**config.mk**
```make
export PLATFORM = sky130hd
export DESIGN_NAME = spi_sram_ctrl_flat
export DESIGN_NICKNAME = d
export VERILOG_FILES = /design/src/rtl/spi_sram_ctrl_if.sv /design/src/rtl/spi_sram_ctrl.sv /design/src/flat_wrapper.sv
export SDC_FILE = /design/constraint.sdc
export NUM_CORES = 1
export LEC_CHECK = 0
export ABC_AREA = 1
export CAP_MARGIN = 20
export CORE_MARGIN = 1
export CORE_UTILIZATION = 40
export DETAILED_ROUTE_END_ITERATION = 6
export PLACE_DENSITY_LB_ADDON = 0.15
export SETUP_SLACK_MARGIN = 0.15
export SYNTH_ARGS = -nofsm -noshare
export SYNTH_HDL_FRONTEND = slang
export SYNTH_SLANG_ARGS = --single-unit
export TNS_END_PERCENT = 20
```
**constraint.sdc**
```tcl
create_clock -name sck -period 3.7 [get_ports sck]
set_input_delay 0.74 -clock sck [delete_from_list [all_inputs] [get_ports sck]]
set_output_delay 0.74 -clock sck [all_outputs]
set_load 0.01 [all_outputs]
```
**src/rtl/spi_sram_ctrl_if.sv**
```systemverilog
// SRAM-side bus of the SPI command sequencer.
//   master: controller side, drives address/data/strobes and receives read data
//   slave : memory side, returns read data combinationally from sram_addr
interface spi_sram_ctrl_if #(
  parameter int unsigned ADDR_W = 8,
  parameter int unsigned DATA_W = 8
);
  logic [ADDR_W-1:0] sram_addr;
  logic [DATA_W-1:0] sram_wdata;
  logic              sram_we;
  logic              sram_re;
  logic [DATA_W-1:0] sram_rdata;

  modport master (
    output sram_addr,
    output sram_wdata,
    output sram_we,
    output sram_re,
    input  sram_rdata
  );

  modport slave (
    input  sram_addr,
    input  sram_wdata,
    input  sram_we,
    input  sram_re,
    output sram_rdata
  );
endinterface

```
**src/rtl/spi_sram_ctrl.sv**
```systemverilog
// SPI-slave command sequencer in front of an asynchronous-read SRAM.
// Frame: command byte, address byte, then data bytes (write) or a turnaround
// bit followed by read bytes on miso. The address auto-increments per byte.
// Ports:
//   sck, rstn    : SPI clock (all updates on posedge), async active-low reset
//   cs_n         : chip select, active low, frames each transaction
//   mosi / miso  : serial in / registered serial out, MSB first
//   busy         : registered, high whenever the sequencer is not idle
//   sram         : SRAM bus (address, write data, one-cycle we/re strobes, read data)
module spi_sram_ctrl #(
  parameter logic [7:0]  WR_CMD = 8'h02,
  parameter logic [7:0]  RD_CMD = 8'h03,
  parameter int unsigned ADDR_W = 8
) (
  input  logic sck,
  input  logic rstn,
  input  logic cs_n,
  input  logic mosi,
  output logic miso,
  output logic busy,
  spi_sram_ctrl_if.master sram
);

  localparam int unsigned BYTE_W = 8;
  localparam int unsigned CNT_W  = 4;
  localparam int unsigned TX_W   = 3;

  typedef enum logic [2:0] {
    S_IDLE,
    S_CMD,
    S_ADDR,
    S_WR,
    S_RD,
    S_IGNORE
  } state_e;

  typedef enum logic [1:0] {
    OP_NONE,
    OP_W,
    OP_R
  } op_e;

  state_e            state;
  op_e               opcode;
  logic [CNT_W-1:0]  bitcnt;
  logic [BYTE_W-2:0] shreg;   // bits received so far; the 8th arrives live on mosi
  logic [TX_W-1:0]   txcnt;
  logic [BYTE_W-2:0] txsh;    // remaining read bits after the MSB has been driven
  logic [BYTE_W-1:0] rx_byte;
  logic              byte_done;

  // Byte as it would stand after shifting in the current mosi bit.
  assign rx_byte   = {shreg, mosi};
  assign byte_done = (bitcnt == CNT_W'(1));

  // Sequencer: framing, deserialiser, SRAM strobes and miso serialiser.
  always_ff @(posedge sck or negedge rstn) begin
    if (!rstn) begin
      state           <= S_IDLE;
      opcode          <= OP_NONE;
      bitcnt          <= CNT_W'(8);
      shreg           <= '0;
      txcnt           <= '0;
      txsh            <= '0;
      miso            <= 1'b0;
      busy            <= 1'b0;
      sram.sram_addr  <= '0;
      sram.sram_wdata <= '0;
      sram.sram_we    <= 1'b0;
      sram.sram_re    <= 1'b0;
    end else if (cs_n) begin
      // Deselect beats any byte completing on this edge; address/data hold.
      state        <= S_IDLE;
      bitcnt       <= CNT_W'(8);
      miso         <= 1'b0;
      busy         <= 1'b0;
      sram.sram_we <= 1'b0;
      sram.sram_re <= 1'b0;
    end else begin
      busy         <= 1'b1;
      sram.sram_we <= 1'b0;
      case (state)
        // The edge leaving IDLE already carries command bit 7.
        S_IDLE, S_CMD: begin
          shreg <= rx_byte[BYTE_W-2:0];
          if (byte_done) begin
            bitcnt <= CNT_W'(8);
            if (rx_byte == WR_CMD) begin
              state  <= S_ADDR;
              opcode <= OP_W;
            end else if (rx_byte == RD_CMD) begin
              state  <= S_ADDR;
              opcode <= OP_R;
            end else begin
              state  <= S_IGNORE;
            end
          end else begin
            bitcnt <= bitcnt - CNT_W'(1);
            state  <= S_CMD;
          end
        end

        S_ADDR: begin
          shreg <= rx_byte[BYTE_W-2:0];
          if (byte_done) begin
            bitcnt         <= CNT_W'(8);
            sram.sram_addr <= ADDR_W'(rx_byte);
            if (opcode == OP_W) begin
              state <= S_WR;
            end else if (opcode == OP_R) begin
              state        <= S_RD;
              sram.sram_re <= 1'b1;
              txcnt        <= '0;
            end else begin
              state <= S_IGNORE;
            end
          end else begin
            bitcnt <= bitcnt - CNT_W'(1);
          end
        end

        S_WR: begin
          shreg <= rx_byte[BYTE_W-2:0];
          // Advance the address on the edge after a committed write.
          if (sram.sram_we) begin
            sram.sram_addr <= sram.sram_addr + ADDR_W'(1);
          end
          if (byte_done) begin
            bitcnt          <= CNT_W'(8);
            sram.sram_wdata <= rx_byte;
            sram.sram_we    <= 1'b1;
          end else begin
            bitcnt <= bitcnt - CNT_W'(1);
          end
        end

        // First RD edge is the turnaround; each byte load coincides with txcnt==0.
        S_RD: begin
          txcnt <= txcnt + TX_W'(1);
          if (txcnt == '0) begin
            miso           <= sram.sram_rdata[BYTE_W-1];
            txsh           <= sram.sram_rdata[BYTE_W-2:0];
            sram.sram_addr <= sram.sram_addr + ADDR_W'(1);
            sram.sram_re   <= 1'b0;
          end else begin
            miso         <= txsh[BYTE_W-2];
            txsh         <= {txsh[BYTE_W-3:0], 1'b0};
            // Strobe sits in the cycle just before the next load edge.
            sram.sram_re <= (txcnt == TX_W'(7));
          end
        end

        S_IGNORE: begin
          miso <= 1'b0;
        end

        default: begin
          state <= S_IDLE;
        end
      endcase
    end
  end

endmodule

```
**src/flat_wrapper.sv**
```systemverilog
// flat-port wrapper written by rule: the top's interface ports become plain ports
module spi_sram_ctrl_flat 
#(
  parameter logic [7:0]  WR_CMD = 8'h02,
  parameter logic [7:0]  RD_CMD = 8'h03,
  parameter int unsigned ADDR_W = 8
)
  (sck, rstn, cs_n, mosi, miso, busy, sram_sram_addr, sram_sram_wdata, sram_sram_we, sram_sram_re, sram_sram_rdata);
  spi_sram_ctrl_if #(.ADDR_W(ADDR_W)) sram_i ();
  input  logic sck;
  input  logic rstn;
  input  logic cs_n;
  input  logic mosi;
  output logic miso;
  output logic busy;
  output wire logic [$bits(sram_i.sram_addr)-1:0] sram_sram_addr;
  output wire logic [$bits(sram_i.sram_wdata)-1:0] sram_sram_wdata;
  output wire logic [$bits(sram_i.sram_we)-1:0] sram_sram_we;
  output wire logic [$bits(sram_i.sram_re)-1:0] sram_sram_re;
  input wire logic [$bits(sram_i.sram_rdata)-1:0] sram_sram_rdata;
  assign sram_sram_addr = sram_i.sram_addr;
  assign sram_sram_wdata = sram_i.sram_wdata;
  assign sram_sram_we = sram_i.sram_we;
  assign sram_sram_re = sram_i.sram_re;
  assign sram_i.sram_rdata = sram_sram_rdata;
  spi_sram_ctrl #(.WR_CMD(WR_CMD), .RD_CMD(RD_CMD), .ADDR_W(ADDR_W)) u_core (.sck(sck), .rstn(rstn), .cs_n(cs_n), .mosi(mosi), .miso(miso), .busy(busy), .sram(sram_i));
endmodule
```
==> flow_metrics.tcl, run 1 <==
set metrics [dict create \
    status "completed" \
    path_clk_slew_ns 0.10 \
    grt_antenna_before_repair 0 \
    crit_path_top_delay_cell "clkdlybuf4s50_1" \
    cts_made_buffers 5 \
    root_buffer "clkbuf_8" \
    ys.flop_type "dfrtp_1" \
    area_growth_syn_to_layout_pct 18.4 \
    overflow 0 \
    synth_cells 314 \
    std_cell_rows 28 \
    cp_top_family "buffers and inverters" \
    slowest_delay_ns 0.58 \
    drv_cap 0 \
    port_buffers 31 \
    post_cts_buffers 0 \
    setup_viol 0 \
    finalSetupTns_ns 0 \
    min_period_ns 2.08 \
    synth.cell_area_um2 2520 \
    dr_total_vias 2060 \
    clock_skew_ns 0.00953 \
    yosys.cell_types.count 33 \
    ioPinCount 32 \
    core_um2 5990 \
    n_antenna_cell 0 \
    grt_pass1_wl_mm 8.65 \
    dieArea_um2 6610 \
    end_kind "output port" \
    critPathKind "reg -> out" \
    synth_area_leaders "dfrtp_1, nand2_1, inv_1, o21ai_0, nand3_1" \
    final_hold_viol_count 0 \
    layout.nets 365 \
    maxSlewViolCount 0 \
    leakage_uw 0.00145 \
    drive_gt1_frac 0.118 \
    drtAntennaViolNets 0 \
    cts_max_level 2 \
    worst_pin_slew_ns 0.518 \
    synth_nets 332 \
    yosysMostFrequentCell "nand2_1" \
    synth-seq-cells 46 \
    min_path_type "in -> async" \
    rsz0062_at_grt "false" \
    clockBufferDepth 2 \
    die_w_um 81.3 \
    cts.sinks 46 \
    gp_congestion 0.830 \
    yosysSeqAreaShare 0.458 \
    p_total_uw 1500 \
    p_per_area_nw_per_um2 502 \
    drtIter0Drc 119 \
    vias_per_cell 4.87 \
    synth_warnings 0 \
    final_core_util 0.497 \
    cts_tree "built" \
    slew_headroom 0.655 \
    grt_usage 0.171 \
    clkLatencyLatePin_ns 0.31 \
    grt_pass1_vias 1935 \
    max_freq_ghz 0.480 \
    wl_mm 5.06 \
    drtPass1Iterations 4 \
    synth_top_area_cell "dfrtp_1" \
    worstPathArrival_ns 1.34 \
    cts_resized 0 \
    synthTopCellsByCount "nand2_1, dfrtp_1, inv_1" \
    drcViolationCount 0 \
    cts_hold_buf 0 \
    dp_hpwl_mm 3.69 \
    peakVddDrop_v 0.000244 \
    cp-start-kind "flip-flop" \
    async_reset_ff_frac 1.00 \
    finalCritPeriodShare 0.563 \
    netlist.area_leader.share 0.448 \
    die_y_um 81.3 \
    worstPathCellList "clkdlybuf4s50_1" \
    start_util 0.420 \
    crit_buf_inv 1 \
    synth_edf_count 0 \
    routedWlPerCell_um 12.0 \
    grt_max_degree 47 \
    critical_path.max_fanout 6 \
    required_ns 2.96 \
    avgSynthCellArea_um2 8.01 \
]
==> metrics by stage <==
stage,std cells,setup slack (ns),hold slack [ns],instance area (µm²)
after detailed placement,414,1.47,0.469,2870
final,423,1.62,0.296,2980
after CTS,422,1.60,0.493,2960
after global routing,423,1.53,0.296,2980
after global placement,414,1.53,0.466,2870
after floorplan,314,2.30,0.444,2520
==> worst register-to-register path: cells and delay by family (launching register included) <==
family	cells	cell delay, ns
flops	1	0.40
fa+ha+maj	1	0.14
simple gates	6	0.99
buf+inv	1	0.08
==> final timing paths <==
kind                                                 from                        end  slack, ns  depth (start not counted)
min in group sck                u_core.sram.sram_wdata[1]  u_core.sram.sram_wdata[1]       0.49                          2
max in group asynchronous                            rstn           u_core.bitcnt[3]       2.85                          2
worst min register to register  u_core.sram.sram_wdata[1]  u_core.sram.sram_wdata[1]       0.49                          2
worst max-delay path             u_core.sram.sram_addr[3]          sram_sram_addr[3]       1.62                          1
worst min-delay path                                 rstn  u_core.sram.sram_wdata[6]       0.30                          1
worst max register to register            u_core.txcnt[0]   u_core.sram.sram_addr[4]       2.04                          8
==> registers in the layout (all words and copies together), names as in the netlist <==
register,cells
u_core.bitcnt,4
u_core.busy,1
u_core.miso,1
u_core.opcode,2
u_core.shreg,7
u_core.sram.sram_addr,8
u_core.sram.sram_re,1
u_core.sram.sram_wdata,8
u_core.sram.sram_we,1
u_core.state,3
u_core.txcnt,3
u_core.txsh,7
==> where the power goes <==
group,switching (µW),leakage (µW),total [µW],internal [µW]
Clock,187,0.0000447,323,137
Combinational,266,0.000812,460,194
Sequential,97.4,0.000596,713,615
==> layout make-up <==
| cell class | instances | area (µm²) |
|---|---|---|
| fill | 575 | 3010 |
| multi-input combinational | 221 | 1160 |
| sequential | 46 | 1150 |
| timing repair buffer | 32 | 325 |
| inverter | 41 | 154 |
| tap | 75 | 93.8 |
| clock buffer | 5 | 68.8 |
| clock inverter | 3 | 25.0 |
==> placed cells by master (no fill, tap or decap), types with 2 or more instances in the layout <==
cell,netlist,layout
nand2_1,106,106
dfrtp_1,45,45
inv_1,38,38
clkdlybuf4s50_1,0,30
o21ai_0,24,24
nor2_1,23,23
nand3_1,18,18
o21ai_2,10,10
ha_1,6,6
clkbuf_8,0,5
inv_2,3,3
nand2_2,3,3
nor2_4,3,3
o21bai_1,3,3
nand4_1,3,3
o22ai_1,3,3
o31ai_2,3,3
nand3_4,2,2
nand2_4,2,2
a21oi_1,2,2
==> cells by family (layout without fill, tap and decap cells) <==
kind of cell	count (synthesis)	after routing	synth area share
xor gates and xnor gates	2	2	0.00696
buffers and inverters	47	81	0.0811
and+or+nand+nor	163	163	0.292
AOI/OAI and AO/OA	50	50	0.132
DFF	46	46	0.458
adders and majority gates	6	6	0.0298
==> routing by layer <==
layer	up-vias	share of wire	global-route usage
met5	-	0	0
met4	0	0.015	0.0589
met3	8	0.033	0.0348
met2	34	0.45	0.268
met1	954	0.50	0.234
li1	1064	-	-
Power figures use the tool's default switching activity.
==> run 2: changes to the inputs <==
clock period = 1.7 ns   (was 3.7 ns; I/O delays follow)
==> run 2 against run 1 <==
  * Register-to-register slack lost 1.8 ns
  * Global-route usage grew 0.37 points
  * Worst hold slack gained 0.15 ns
  * Combinational power grew to 2.5 times the previous value
  * Highest routed layer unchanged
==> flow_metrics.tcl, run 2 (synthesis gave the netlist of run 1 again) <==
set metrics [dict create \
    status "completed" \
    clockBufferDepth 2 \
    drive_gt1_frac 0.169 \
    vias_per_cell 4.86 \
    pre_cts_slack_ns 0.0556 \
    drcViolationCount 0 \
    drtIter0Drc 147 \
    drtAntennaViolNets 0 \
    path_clk_slew_ns 0.10 \
    n_antenna_cell 0 \
    std_cell_rows 28 \
    setup_viol 0 \
    port_buffers 31 \
    final_common_cell "nand2_1" \
    worst_pin_slew_ns 0.310 \
    wl_mm 5.44 \
    finalCritPeriodShare 0.933 \
    finalNonFillerCells 435 \
    crit_buf_inv 1 \
    grt_max_degree 36 \
    gp_congestion 0.780 \
    required_ns 1.36 \
    min_period_ns 1.59 \
    crit_path_top_delay_cell "clkdlybuf4s50_1" \
    critPathLaunch "u_core.sram.sram_addr[6]" \
    clkLatencyLatePin_ns 0.30 \
    start_util 0.420 \
    grt_antenna_before_repair 0 \
    cts_made_buffers 5 \
    routedWlPerCell_um 12.5 \
    r2r_setup_slack_ns 0.25 \
    cts_tree "built" \
    cts.sinks 46 \
    slowest_delay_ns 0.55 \
    clock_skew_ns 0.0117 \
    root_buffer "clkbuf_8" \
    grt_pass1_wl_mm 8.71 \
    leakage_uw 0.00155 \
    peakVddDrop_v 0.000455 \
    area_growth_syn_to_layout_pct 26.1 \
    slew_headroom 0.794 \
    overflow 0 \
    critical_path.max_fanout 4 \
    reg2regPathDepth 8 \
    final_cell_mix "nand2_1, dfrtp_1, inv_1, clkdlybuf4s50_1, o21ai_0" \
    ioPinCount 32 \
    rr_endpoint "u_core.sram.sram_addr[4]" \
    min_path_type "in -> async" \
    critPathKind "reg -> out" \
    layout_setup_ws_ns 0.115 \
    die_y_um 81.3 \
    cp_top_family "buffers and inverters" \
    dr_total_vias 2113 \
    worstPathArrival_ns 1.25 \
    dp_hpwl_mm 3.82 \
    max_freq_ghz 0.631 \
    fin_hold_ws_ns 0.441 \
    cts_max_level 2 \
    worstPathCellList "clkdlybuf4s50_1" \
    grt_pass1_vias 1889 \
    maxSlewViolCount 0 \
    core_um2 5990 \
    finalSetupTns_ns 0 \
    p_per_area_nw_per_um2 1160 \
    end_kind "output port" \
    place_inst 419 \
    drv_cap 0 \
    dieArea_um2 6610 \
    die_w_um 81.3 \
    drtPass1Iterations 4 \
    rsz0062_at_grt "true" \
    grt_usage 0.175 \
    layout.nets 377 \
    top_regs "u_core.sram.sram_addr (8), u_core.sram.sram_wdata (8)" \
    final_hold_viol_count 0 \
    rr_startpoint "u_core.sram.sram_addr[0]" \
    cp-start-kind "flip-flop" \
]
-- run 2: cell types whose count changed in the layout (fill, tap and decap cells not counted), moves of 3 or more --
cell             delta
dfrtp_1             -4
nand3_4             +3
clkdlybuf4s50_1     -3
dfrtp_2             +4
buf_4               +9
-- run 2: power breakdown --
group / internal (µW) / switching [µW] / leakage (µW)
clock network: 589 / 390 / 0.0000683
logic: 503 / 672 / 0.000888
registers: 1340 / 187 / 0.000590
-- run 2: metrics by stage --
step                      power (µW)  utilization  cell area [µm²]
after detailed placement        2620        0.487             2920
after global routing            3950        0.529             3170
final                           3680        0.529             3170
after floorplan                 2200            -             2520
after global placement          2590        0.487             2920
after CTS                       3660        0.517             3090
-- run 2: layout make-up --
| type | instances | area [µm²] |
|---|---|---|
| well taps | 75 | 93.8 |
| clock inverters | 3 | 68.8 |
| fillers | 588 | 2820 |
| repair buffers | 42 | 407 |
| flip-flops and latches | 46 | 1160 |
| clock buffers | 5 | 68.8 |
| multi-input cells | 223 | 1220 |
| inverters | 41 | 154 |
-- run 2: routing by layer --
layer,GRT usage,part of all wire
met1,0.242,0.50
met2,0.275,0.46
met3,0.0337,0.037
met4,0.0536,0.0061
met5,0,0
-- run 2: timing repair --
item | 4_1_cts | 5_1_grt
setup buffers | 4 | 1
endpoints found under the hold margin | 11 | 0
resized for setup | 3 | 14
hold buffers | 1 | 0
cloned | 0 | 2
pin swaps | 0 | 3
setup endpoints to repair | 10 | 43
-- run 2: how the worst max path moves through the flow --
stage	cells past startpoint	to
5_1_grt	1	sram_sram_addr[6]
2_1_floorplan	8	u_core.sram.sram_wdata[7]
3_3_place_gp	5	u_core.txsh[5]
4_1_cts	1	sram_sram_addr[2]
3_5_place_dp	5	u_core.txsh[5]
6_report	1	sram_sram_addr[6]
==> run 3: changes to the inputs <==
==> constraint.sdc (replaced) <==
create_clock -name sck -period 1.75 [get_ports sck]
set_input_delay 0.2625 -clock sck [delete_from_list [all_inputs] [get_ports sck]]
set_output_delay 0.2625 -clock sck [all_outputs]
set_load 0.01 [all_outputs]
==> run 3 against run 2 <==
  * Total power decreased by 5.7%
  * Critical path depth unchanged
  * Core utilization decreased by 1.2 points
  * Clock power decreased by 4.2%
  * Via count decreased by 1.5%
  * Setup slack improved by 0.055 ns
  * Global-route usage about the same
  * Clock skew decreased by 0.0019 ns
  * Clock-buffer cell count unchanged
  * Largest power group unchanged
  * Highest routed layer unchanged
==> flow_metrics.tcl, run 3 (synthesis gave the netlist of run 1 again) <==
set metrics [dict create \
    fillers 592 \
    finalSetupTns_ns 0 \
    routedWlPerCell_um 12.1 \
    grt_max_degree 47 \
    rsz0062_at_grt "true" \
    drtIter0Drc 124 \
    max_freq_ghz 0.633 \
    worstPathArrival_ns 1.32 \
    vias_per_cell 4.85 \
    start_util 0.420 \
    leakage_uw 0.00149 \
    final_common_cell "nand2_1" \
    top_regs "u_core.sram.sram_addr (8), u_core.sram.sram_wdata (8)" \
    rr_endpoint "u_core.sram.sram_addr[3]" \
    maxSlewViolCount 0 \
    status "completed" \
    crit_path_top_delay_cell "clkdlybuf4s50_1" \
    min_period_ns 1.58 \
    place_inst 419 \
    clock_skew_ns 0.00978 \
    port_buffers 31 \
    grt_antenna_before_repair 0 \
    gp_congestion 0.804 \
    layout.nets 371 \
    clockBufferDepth 2 \
    slowest_delay_ns 0.57 \
    reg2regPathDepth 8 \
    critPathLaunch "u_core.sram.sram_addr[0]" \
    finalCritPeriodShare 0.903 \
    r2r_setup_slack_ns 0.28 \
    cts_tree "built" \
    cp_top_family "buffers and inverters" \
    finalNonFillerCells 429 \
    drv_cap 0 \
    p_total_uw 3480 \
    die_y_um 81.3 \
    worst_pin_slew_ns 0.310 \
    critical_path.max_fanout 5 \
    std_cell_rows 28 \
    placed_area_um2 2920 \
    dieArea_um2 6610 \
    ioPinCount 32 \
    cts.sinks 46 \
    root_buffer "clkbuf_8" \
    n_antenna_cell 0 \
    post_cts_buffers 0 \
    min_path_type "in -> async" \
    grt_pass1_wl_mm 8.77 \
    rr_startpoint "u_core.bitcnt[1]" \
    die_w_um 81.3 \
    clkLatencyLatePin_ns 0.30 \
    drive_gt1_frac 0.138 \
    drtAntennaViolNets 0 \
    setup_viol 0 \
    wl_mm 5.21 \
    overflow 0 \
    required_ns 1.49 \
    dp_hpwl_mm 3.76 \
    path_clk_slew_ns 0.09 \
    final_hold_viol_count 0 \
    dr_total_vias 2082 \
    finalInstanceArea_um2 3100 \
    end_kind "output port" \
    p_per_area_nw_per_um2 1120 \
    drcViolationCount 0 \
    final_cell_mix "nand2_1, dfrtp_1, inv_1, clkdlybuf4s50_1" \
    crit_buf_inv 1 \
    cp-start-kind "flip-flop" \
    cts_made_buffers 5 \
    cts_max_level 2 \
    critPathKind "reg -> out" \
    worstPathCellList "clkdlybuf4s50_1" \
    grt_pass1_vias 1888 \
    drtPass1Iterations 4 \
    core_um2 5990 \
    grt_usage 0.175 \
    peakVddDrop_v 0.000484 \
    area_growth_syn_to_layout_pct 23.2 \
    slew_headroom 0.793 \
]
## run 3: changes by cell type in the layout (fill, tap and decap cells not counted), sizes merged
cell	before	now
buf	11	6
clkdlybuf4s50	27	30
dlymetal6s2s	2	0
clkinvlp	0	1
dlygate4sd2	1	0
inv	41	40
nand3	23	22
## run 3: cell type report
class | instances | area (µm²) | share of cell area
flip-flops and latches | 46 | 1150 | 0.373
clock buffers | 5 | 68.8 | 0.0222
inverters | 41 | 158 | 0.0509
repair buffers | 37 | 365 | 0.118
clock inverters | 3 | 68.8 | 0.0222
well taps | 75 | 93.8 | 0.0303
multi-input cells | 222 | 1190 | 0.384
## run 3: where the power goes
group	internal [µW]	total [µW]	switching [µW]
logic	438	1020	586
registers	1300	1510	210
clock network	572	939	367
total	2310	3480	1160
## run 3: repair_timing
item                                    CTS  global route
resized for setup                         0             7
endpoints found under the hold margin    45             0
hold buffers                              1             0
endpoints found under the setup margin    0            22
## run 3: how the worst max path moves through the flow
stage	end	slack, ns	cells past startpoint
floorplan	u_core.sram.sram_wdata[7]	0.38	8
global placement	u_core.txsh[5]	0.23	5
detailed placement	u_core.txsh[5]	0.20	5
CTS	sram_sram_addr[2]	0.15	1
global route	sram_sram_addr[3]	0.12	1
finish	sram_sram_addr[0]	0.17	1
## run 3: stage by stage
| stage | setup WS, ns | hold slack, ns | util |
|---|---|---|---|
| after CTS | 0.152 | 0.471 | 0.511 |
| after global routing | 0.116 | 0.508 | 0.517 |
| after detailed placement | 0.201 | 0.264 | 0.487 |
| after floorplan | 0.383 | -0.0331 | - |
| final | 0.170 | 0.465 | 0.517 |
| after global placement | 0.230 | 0.266 | 0.487 |
## run 3: routing by layer
metal / track usage / routed length, µm
met2: 0.266 / 2360
met4: 0.0643 / 65
met3: 0.0270 / 176
met1: 0.251 / 2610
met5: 0 / 0
